$ cat config.mk
export PLATFORM = sky130hd
export DESIGN_NAME = hazard_ctrl
export DESIGN_NICKNAME = d
export VERILOG_FILES = /design/src/rtl/hazard_ctrl.sv
export SDC_FILE = /design/constraint.sdc
export NUM_CORES = 1
export LEC_CHECK = 0
export CAP_MARGIN = 20
export CELL_PAD_IN_SITES_DETAIL_PLACEMENT = 2
export CELL_PAD_IN_SITES_GLOBAL_PLACEMENT = 2
export CORE_UTILIZATION = 38
export CTS_BUF_LIST = sky130_fd_sc_hd__clkbuf_2 sky130_fd_sc_hd__clkbuf_4 sky130_fd_sc_hd__clkbuf_8
export CTS_CLUSTER_SIZE = 16
export DETAILED_ROUTE_END_ITERATION = 7
export GPL_ROUTABILITY_DRIVEN = 0
export PLACE_DENSITY = 0.95
export SLEW_MARGIN = 20
export SYNTH_ARGS = -nofsm -noshare
export SYNTH_HDL_FRONTEND = slang
export SYNTH_SLANG_ARGS = --single-unit
export TNS_END_PERCENT = 100
$ cat constraint.sdc
create_clock -name clk -period 5 [get_ports clk]
set_input_delay 1.5 -clock clk [delete_from_list [all_inputs] [get_ports clk]]
set_output_delay 1.5 -clock clk [all_outputs]
set_load 0.02 [all_outputs]
$ cat src/rtl/hazard_ctrl.sv
// Hazard controller for the five-stage MIPS pipeline: tracks E/M/W destinations and
// Tnew, produces stall and every forwarding select, and times the mult/div unit.
`timescale 1ns/1ps

module hazard_ctrl #(
  parameter int unsigned MULT_CYCLES = 5,
  parameter int unsigned DIV_CYCLES  = 10
) (
  input  logic       clk,
  input  logic       reset,
  input  logic [4:0] rs_D,
  input  logic [4:0] rt_D,
  input  logic [1:0] tuse_rs_D,
  input  logic [1:0] tuse_rt_D,
  input  logic [4:0] a3_D,
  input  logic [1:0] tnew_D,
  input  logic [1:0] md_kind_D,
  input  logic       flush,
  output logic       stall,
  output logic [1:0] fwd_rs_D,
  output logic [1:0] fwd_rt_D,
  output logic [1:0] fwd_rs_E,
  output logic [1:0] fwd_rt_E,
  output logic       fwd_rt_M,
  output logic       md_busy
);

  typedef enum logic [1:0] {
    MD_NONE = 2'd0,
    MD_MULT = 2'd1,
    MD_DIV  = 2'd2,
    MD_HILO = 2'd3
  } md_kind_e;

  typedef struct packed {
    logic [4:0] rs;
    logic [4:0] rt;
    logic [4:0] a3;
    logic [1:0] tnew;
    md_kind_e   md;
  } e_entry_t;

  typedef struct packed {
    logic [4:0] rt;
    logic [4:0] a3;
    logic [1:0] tnew;
  } m_entry_t;

  localparam int unsigned MAX_CYC = (MULT_CYCLES > DIV_CYCLES) ? MULT_CYCLES : DIV_CYCLES;
  localparam int unsigned CNT_W   = $clog2(MAX_CYC + 1);

  e_entry_t         e_q, e_d;
  m_entry_t         m_q, m_d;
  logic [4:0]       w_a3_q, w_a3_d;
  logic [CNT_W-1:0] busy_q, busy_d;

  logic data_stall, md_stall;

  // A source must wait when a producer in E or M still needs more cycles than the reader can spare.
  function automatic logic src_stall(input logic [4:0] r, input logic [1:0] tuse,
                                     input e_entry_t e, input m_entry_t m);
    return (r != 5'd0) && (tuse != 2'd3) &&
           (((e.a3 == r) && (e.tnew > tuse)) || ((m.a3 == r) && (m.tnew > tuse)));
  endfunction

  function automatic logic [1:0] sel_d(input logic [4:0] r, input e_entry_t e,
                                       input m_entry_t m, input logic [4:0] w_a3);
    if (r == 5'd0)                             return 2'd0;
    else if ((e.a3 == r) && (e.tnew == 2'd0))  return 2'd1;
    else if ((m.a3 == r) && (m.tnew == 2'd0))  return 2'd2;
    else if (w_a3 == r)                        return 2'd3;
    else                                       return 2'd0;
  endfunction

  function automatic logic [1:0] sel_e(input logic [4:0] r, input m_entry_t m,
                                       input logic [4:0] w_a3);
    if (r == 5'd0)                             return 2'd0;
    else if ((m.a3 == r) && (m.tnew == 2'd0))  return 2'd1;
    else if (w_a3 == r)                        return 2'd2;
    else                                       return 2'd0;
  endfunction

  always_comb begin
    data_stall = src_stall(rs_D, tuse_rs_D, e_q, m_q) || src_stall(rt_D, tuse_rt_D, e_q, m_q);
    md_stall   = (md_kind_D != 2'd0) &&
                 ((busy_q != '0) || (e_q.md == MD_MULT) || (e_q.md == MD_DIV));
    stall      = data_stall || md_stall;
    fwd_rs_D   = sel_d(rs_D, e_q, m_q, w_a3_q);
    fwd_rt_D   = sel_d(rt_D, e_q, m_q, w_a3_q);
    fwd_rs_E   = sel_e(e_q.rs, m_q, w_a3_q);
    fwd_rt_E   = sel_e(e_q.rt, m_q, w_a3_q);
    fwd_rt_M   = (m_q.rt != 5'd0) && (w_a3_q == m_q.rt);
    md_busy    = (busy_q != '0);
  end

  // NOTE: every next-state signal gets a default before any branch, so no path leaves it
  // unassigned and no latch is inferred.
  always_comb begin
    e_d    = '0;
    m_d    = '0;
    w_a3_d = '0;
    if (!flush) begin
      m_d.rt   = e_q.rt;
      m_d.a3   = e_q.a3;
      m_d.tnew = (e_q.tnew == 2'd0) ? 2'd0 : e_q.tnew - 2'd1;
      w_a3_d   = m_q.a3;
      if (!stall) begin
        e_d.rs   = rs_D;
        e_d.rt   = rt_D;
        e_d.a3   = a3_D;
        e_d.tnew = tnew_D;
        e_d.md   = md_kind_e'(md_kind_D);
      end
    end
  end

  // A flush cancels an MDU start still in E but lets an operation already launched run out.
  always_comb begin
    busy_d = (busy_q == '0) ? '0 : busy_q - CNT_W'(1);
    if (!flush && (e_q.md == MD_MULT))     busy_d = CNT_W'(MULT_CYCLES);
    else if (!flush && (e_q.md == MD_DIV)) busy_d = CNT_W'(DIV_CYCLES);
  end

  // NOTE: state registers use non-blocking assignments so every flop samples pre-edge values.
  always_ff @(posedge clk or posedge reset) begin
    if (reset) begin
      e_q    <= '0;
      m_q    <= '0;
      w_a3_q <= '0;
      busy_q <= '0;
    end else begin
      e_q    <= e_d;
      m_q    <= m_d;
      w_a3_q <= w_a3_d;
      busy_q <= busy_d;
    end
  end

endmodule

==> reports/results.txt, run 1 <==
Via count: 2479
Initial DRC Count: 133
CTS root buf: clkbuf_8
Element type at the critical path end: output port
Clock buffer depth: 2
Most frequent cell after synthesis: dfrtp_1
Post-synth EDFFs: 0
Post-Place Cell Area: 3280 um2
Total GRT Usage: 28.1%
Most frequent cells after synthesis: 40 x dfrtp_1, 31 x xnor2_1, 28 x nand2_1
Worst-path clk slew: 0.09 ns
Max Cap Viol: 0
Final net count: 385
Via-per-instance ratio: 5.53
Multi-input gate area in the final layout: 1620 um2
Number of setup violations in the final report: 1
HPWL Detailed: 7.22 mm
H-Tree Depth: 2
Net Count, Synth: 338
Antenna Violating Nets Remaining: 0
Min Hold Slack: 0.528 ns
Non-Filler Instances: 448
Crit Path Class: in -> out
Final period utilization: 101%
Max Slew Vio Count: 0
Die ar.: 7480 um2
Register area share after synthesis: 36.9%
Failing checks: setup timing
Syn Inst Count: 304
Row Count: 30
Setup slack, reg-to-reg: 2.77 ns
Worst Setup Start Kind: input port
Die H: 86.5 um
HP Start: e_q[2]
Dpl cells: 439
Vias in the first global route: 2717
I/O pin cnt: 37
Maximum fanout along the worst path: 4
Avg Synthesized Cell Area: 8.93 um2
Flops & latches, synth: 40
Core Region: 6830 um2
Post-route cell area: 3440 um2
Hold EP: m_q[0]
Ys async rst share: 100%
Minimum clock period: 5.03 ns
Clock skew: 0.0161 ns
Clock latency on the worst-skew pair: 0.31 ns
PD cells: 370 nW/um2
Hold Path Stages: 1
Pleak: 1.51 nW
YS warnings: 0
Synth top area share: 36.9%
Initial Utilization: 39.7%
PortBufs: 36
DRC: 0
Area delta synth->final: 26.8%
Synthesized cell area: 2710 um2
Max-slew headroom: 52.2%
R2R depth: 6
Setup WS post-layout: -0.0291 ns
Cell taking the most area after synthesis: dfrtp_1
Worst min-delay path category: reg -> reg
CTS sink cnt: 40
Fmax: 0.199 GHz
WL final: 10.1 mm
# diodes: 0
TritonCTS buffer count: 5
Maximum VDD drop: 0.199 mV
First-pass GRT wire length: 15.3 mm
DIE WIDTH: 86.5 um
DRT Pass-1 Iters: 4
CTS tree: yes
Total congestion overflow: 0
Final hold vios: 0
Worst-margin pin slew: 0.715 ns
Status: finished with violations
Ys flop type: dfrtp_1
Worst reg2reg endpoint: e_q[9]
FF/Latch Area: 1000 um2
Share of layout cells above drive strength 1: 16.2%
Final core occ: 50.4%
CP required: 3.50 ns
Synth cell types: 43
Largest net degree at the start of global routing: 41
Routed length per instance: 22.5 um
CTS Hold Bufs: 0
Antenna violations before repair: 0
Synth area leaders: dfrtp_1 37%, xnor2_1 10%, xor2_1 7.1%
Worst Path Arrival: 3.53 ns
FILL cells: 751
Worst r2r src: m_q[4]
## critical path: stages
cell	delay, ns
clkdlybuf4s50_1	0.43
buf_4	0.18
xor2_1	0.16
nor2_1	0.19
nand4_1	0.19
a2111oi_2	0.52
or4b_1	0.23
buf_6	0.12
## final cells by class
cell class	instances	area share [%]
Timing Repair Buffer	65	16.3
Tap cell	96	3.49
Clock inverter	3	1.34
Clock buffer	5	2.00
Sequential cell	40	29.1
Multi-Input combinational cell	231	46.9
Inverter	8	0.872
## placed cells by master (no fill, tap or decap), types with 2 or more instances in the layout
cell / Yosys / final
a21oi_1: 12 / 10
a21oi_2: 0 / 2
and3b_1: 2 / 2
buf_4: 1 / 30
buf_6: 3 / 2
clkbuf_8: 0 / 5
clkdlybuf4s50_1: 0 / 22
dfrtp_1: 40 / 40
dlygate4sd2_1: 0 / 10
ha_1: 8 / 8
inv_1: 8 / 7
nand2_1: 28 / 28
nand3_1: 7 / 7
nand4_1: 4 / 4
nor2_1: 15 / 15
nor2b_1: 19 / 19
nor3_1: 25 / 24
nor3_2: 1 / 2
nor3b_1: 21 / 21
nor4_1: 3 / 3
o21a_1: 2 / 2
o21ai_0: 4 / 3
o21ai_2: 2 / 2
o31ai_1: 2 / 2
or3_1: 3 / 3
or4_1: 4 / 3
or4_4: 1 / 2
xnor2_1: 31 / 31
xor2_1: 22 / 20
## metrics by stage
stage / power [mW] / worst slack [ns] / setup TNS [ns]
detailed placement: 0.977 / -0.481 / -1.89
CTS: 1.27 / -0.00857 / -0.0136
global route: 1.35 / -0.0459 / -0.0774
finish: 1.27 / -0.0291 / -0.0291
floorplan: 0.763 / 0.559 / 0
global placement: 0.926 / -0.445 / -1.47
## logic make-up (layout without fill, tap and decap cells)
group | after synthesis | count (layout) | share of synthesized area, %
AND/OR/NAND/NOR | 141 | 141 | 29.7
XOR/XNOR | 53 | 53 | 17.1
flip-flops | 40 | 40 | 36.9
buffers and inverters | 33 | 81 | 5.95
AO/OA/AOI/OAI | 29 | 29 | 6.69
adder cells (fa/ha/maj) | 8 | 8 | 3.69
## worst max-delay path by stage
| stage | from | to | slack (ns) | depth (start not counted) |
|---|---|---|---|---|
| detailed placement | rs_D[2] | fwd_rs_D[0] | -0.48 | 7 |
| CTS | rt_D[0] | fwd_rt_D[0] | -0.009 | 8 |
| floorplan | rs_D[3] | stall | 0.56 | 5 |
| global placement | rs_D[3] | stall | -0.45 | 7 |
| finish | rs_D[1] | stall | -0.03 | 8 |
| global route | rt_D[0] | fwd_rt_D[0] | -0.05 | 8 |
## routing by layer
layer | vias up | routed length [um] | track usage, %
li1 | 1118 | - | -
met4 | 0 | 186 | 10.0
met5 | - | 0 | 0
met2 | 57 | 5380 | 51.2
met3 | 14 | 257 | 4.29
met1 | 1290 | 4230 | 33.4
## report_power, final
group	total [mW]	leakage, nW	switching, mW	internal (mW)
Combinational	0.534	0.914	0.291	0.242
Sequential	0.460	0.543	0.0867	0.373
Clock	0.280	0.0548	0.130	0.151
Total	1.27	1.51	0.508	0.766
## registers in the layout, indices dropped and copies added, names as in the netlist
name    count
e_q        19
busy_q      4
m_q        12
w_a3_q      5
## what timing repair did
action                                  CTS  global route
buffers inserted                          1             0
pin swaps                                 7             2
endpoints found under the hold margin     0             0
endpoints found under the setup margin    5             3
gates resized for setup                  37             5
gates cloned                              0             0
(Power assumes the default switching activity.)
==> run 2: changes to the inputs <==
--- a/config.mk
+++ b/config.mk
@@ -5,9 +5,11 @@
 export SDC_FILE = /design/constraint.sdc
 export NUM_CORES = 1
 export LEC_CHECK = 0
+export ABC_CLOCK_PERIOD_IN_PS = 5000
 export CAP_MARGIN = 20
 export CELL_PAD_IN_SITES_DETAIL_PLACEMENT = 2
 export CELL_PAD_IN_SITES_GLOBAL_PLACEMENT = 2
+export CORE_MARGIN = 2
 export CORE_UTILIZATION = 38
 export CTS_BUF_LIST = sky130_fd_sc_hd__clkbuf_2 sky130_fd_sc_hd__clkbuf_4 sky130_fd_sc_hd__clkbuf_8
 export CTS_CLUSTER_SIZE = 16
==> constraint.sdc (replaced) <==
create_clock -name clk -period 5 [get_ports clk]
set_input_delay 1.5 -clock clk [delete_from_list [all_inputs] [get_ports clk]]
set_output_delay 1.5 -clock clk [all_outputs]
set_load 0.1 [all_outputs]
==> run 2 against run 1 <==
The flow now finishes without violations; critical endpoint unchanged; power increased by 10%; cell area decreased by 0.22%; final cell count decreased by 1.8%; core utilization decreased by 0.38 points; clock power decreased by 23%; largest cell class unchanged; highest routed layer unchanged; largest power group unchanged; routed wire length decreased by 2.4%.
==> reports/results.txt, run 2 (synthesis results as in run 1) <==
DRC: 0 (unchanged)
R2R depth: 6 (unchanged)
Maximum VDD drop: 0.458 mV (+130%)
FILL cells: 726 (-3.3%)
Final hold vios: 0 (unchanged)
Worst reg2reg endpoint: e_q[10]
Hold EP: m_q[0]
Routed length per instance: 22.3 um (-0.61%)
HPWL Detailed: 7.05 mm (-2.4%)
Antenna Violating Nets Remaining: 0 (unchanged)
Clock skew: 0.00482 ns (-0.0113 ns)
CP peak stage delay: 0.50 ns (-0.02 ns)
Min Hold Slack: 0.538 ns (+0.00972 ns)
First-pass GRT wire length: 15.1 mm (-1.4%)
Maximum fanout along the worst path: 2 (-2)
Pleak: 1.55 nW (+2.3%)
Core Region: 6870 um2 (+0.55%)
FF/Latch Area: 1000 um2 (unchanged)
Vias in the first global route: 2780 (+2.3%)
# diodes: 0 (unchanged)
Commonest non-fill, non-tap cell in the layout: dfrtp_1
Element type at the critical path end: output port
CP max-delay cell: or4b_4
Total power: 1.41 mW (+10%)
H-Tree Depth: 2 (unchanged)
Crit Path Class: in -> out
Final period utilization: 99.4% (-1.2 points)
Met1 wire length: 3.81 mm (-10%)
WL final: 9.82 mm (-2.4%)
Die H: 88.5 um (+2.3%)
Total GRT Usage: 26.3% (-1.7 points)
Total congestion overflow: 0 (unchanged)
DRT Pass-1 Iters: 4 (unchanged)
Highest routed layer: met4
Most frequent cells in the layout: 40 x dfrtp_1, 31 x xnor2_1, 28 x nand2_1
Final core occ: 50.0% (-0.38 points)
HP Start: e_q[2]
Antenna violations before repair: 0 (unchanged)
Hold Path Stages: 1 (unchanged)
Row Count: 30 (unchanged)
Die ar.: 7830 um2 (+4.7%)
Worst Setup Start Kind: input port
Worst-path clk slew: 0.08 ns (about the same)
Largest Register: e_q
PortBufs: 36 (unchanged)
Final net count: 378 (-1.8%)
Multi-input gate area in the final layout: 1620 um2 (+0.46%)
Max FFs per register: 19 (unchanged)
Worst r2r src: m_q[3]
CTS tree: yes
CTS root buf: clkbuf_8
Fmax: 0.201 GHz (+1.2%)
Critical Path, Cell by Cell: clkdlybuf4s50_1 > or4_4 > o21ai_4 > a211o_1 > o21ai_2 > or4b_4 > buf_12
Clock latency on the worst-skew pair: 0.30 ns (about the same)
Power share of the sequential group: 32.7% (-3.4 points)
DIE WIDTH: 88.5 um (+2.3%)
Share of layout cells above drive strength 1: 15.4% (-0.79 points)
Initial DRC Count: 94 (-29%)
Switching share of power: 48.5% (+8.7 points)
Post-Place Cell Area: 3270 um2 (-0.38%)
Setup slack, reg-to-reg: 2.82 ns (+0.05 ns)
CTS sink cnt: 40 (unchanged)
Clock buffer depth: 2 (unchanged)
CP required: 3.50 ns (about the same)
Post-route cell area: 3430 um2 (-0.22%)
Clock power share: 15.4% (-6.6 points)
RSZ-0062 raised after global routing: yes
Via count: 2456 (-0.93%)
Largest net degree at the start of global routing: 42 (+2.4%)
Int Pwr: 0.723 mW (-5.6%)
Met3 wire len: 326 um (+27%)
PD cells: 409 nW/um2 (+11%)
Max Slew Vio Count: 0 (unchanged)
I/O pin cnt: 37 (unchanged)
Worst min-delay path category: reg -> reg
Met2 routed WL: 5.37 mm (-0.17%)
Initial Utilization: 39.5% (-0.22 points)
Gate power share: 51.9% (+10 points)
Top flop regs: e_q: 19 flops, m_q: 12 flops, w_a3_q: 5 flops
Number of setup violations in the final report: 0 (-1)
CTS Hold Bufs: 0 (unchanged)
Area delta synth->final: 26.6%
Max Cap Viol: 0 (unchanged)
Minimum clock period: 4.97 ns (-0.0604 ns)
Worst Path Arrival: 3.47 ns (-0.06 ns)
TritonCTS buffer count: 5 (unchanged)
Status: completed
Sw Pwr: 0.682 mW (+34%)
Worst-margin pin slew: 0.961 ns (+0.246 ns)
Max-slew headroom: 35.8% (-16 points)
Via-per-instance ratio: 5.58 (+0.87%)
-- run 2: cell count changes in the layout (fill, tap and decap cells not counted), sizes merged --
cell / change
clkdlybuf4s50: -5
buf: -1
clkinv: +1
clkbuf: -1
dlygate4sd2: -7
bufinv: -1
dlymetal6s2s: +7
inv: -1
-- run 2: layer usage --
layer,vias up,GRT usage (%)
met5,-,0
met4,0,9.64
met2,60,50.6
li1,1109,-
met1,1262,29.0
met3,25,4.01
-- run 2: worst max path at each step --
| stage | start | endpoint | slack [ns] | cells past startpoint |
|---|---|---|---|---|
| finish | rs_D[3] | stall | 0.03 | 7 |
| global placement | rs_D[3] | stall | -0.15 | 7 |
| global route | rs_D[3] | stall | -0.04 | 9 |
| CTS | tuse_rt_D[1] | stall | -0.1 | 9 |
| detailed placement | rs_D[4] | stall | -0.17 | 7 |
| floorplan | rt_D[0] | fwd_rt_D[0] | 0.07 | 6 |
-- run 2: critical path, delay by kind of cell --
| family | cells | cell delay [ns] |
|---|---|---|
| AOI/OAI and AO/OA | 3 | 0.41 |
| and+or+nand+nor | 2 | 0.96 |
| buffers and inverters | 2 | 0.60 |
-- run 2: per-stage QoR --
stage | setup TNS [ns] | setup slack, ns | std cells
finish | 0 | 0.0313 | 440
global route | -0.0448 | -0.0387 | 440
CTS | -0.0989 | -0.0989 | 438
detailed placement | -0.331 | -0.165 | 431
global placement | -0.180 | -0.153 | 431
floorplan | 0 | 0.0651 | 304
-- run 2: layout make-up --
cell class              count  share of cell area, %
well taps                  96                   3.50
repair buffers             58                   16.9
inverters                   8                  0.874
clock buffers               5                   2.00
flip-flops and latches     40                   29.1
clock inverters             2                  0.364
multi-input cells         231                   47.2
-- run 2: power by group through the flow --
stage	Sequential (mW)	Combinational, mW	Clock [mW]
final	0.460	0.729	0.216
after global routing	0.468	0.780	0.234
after CTS	0.459	0.725	0.220
after detailed placement	0.465	0.711	0
after global placement	0.455	0.666	0
after floorplan	0.423	0.526	0
-- run 2: what timing repair did --
action                     in CTS  in global routing
pin swaps                       2                  8
buffers inserted                0                  2
resized for setup               8                 15
setup endpoints to repair       3                  5
gates cloned                    0                  0
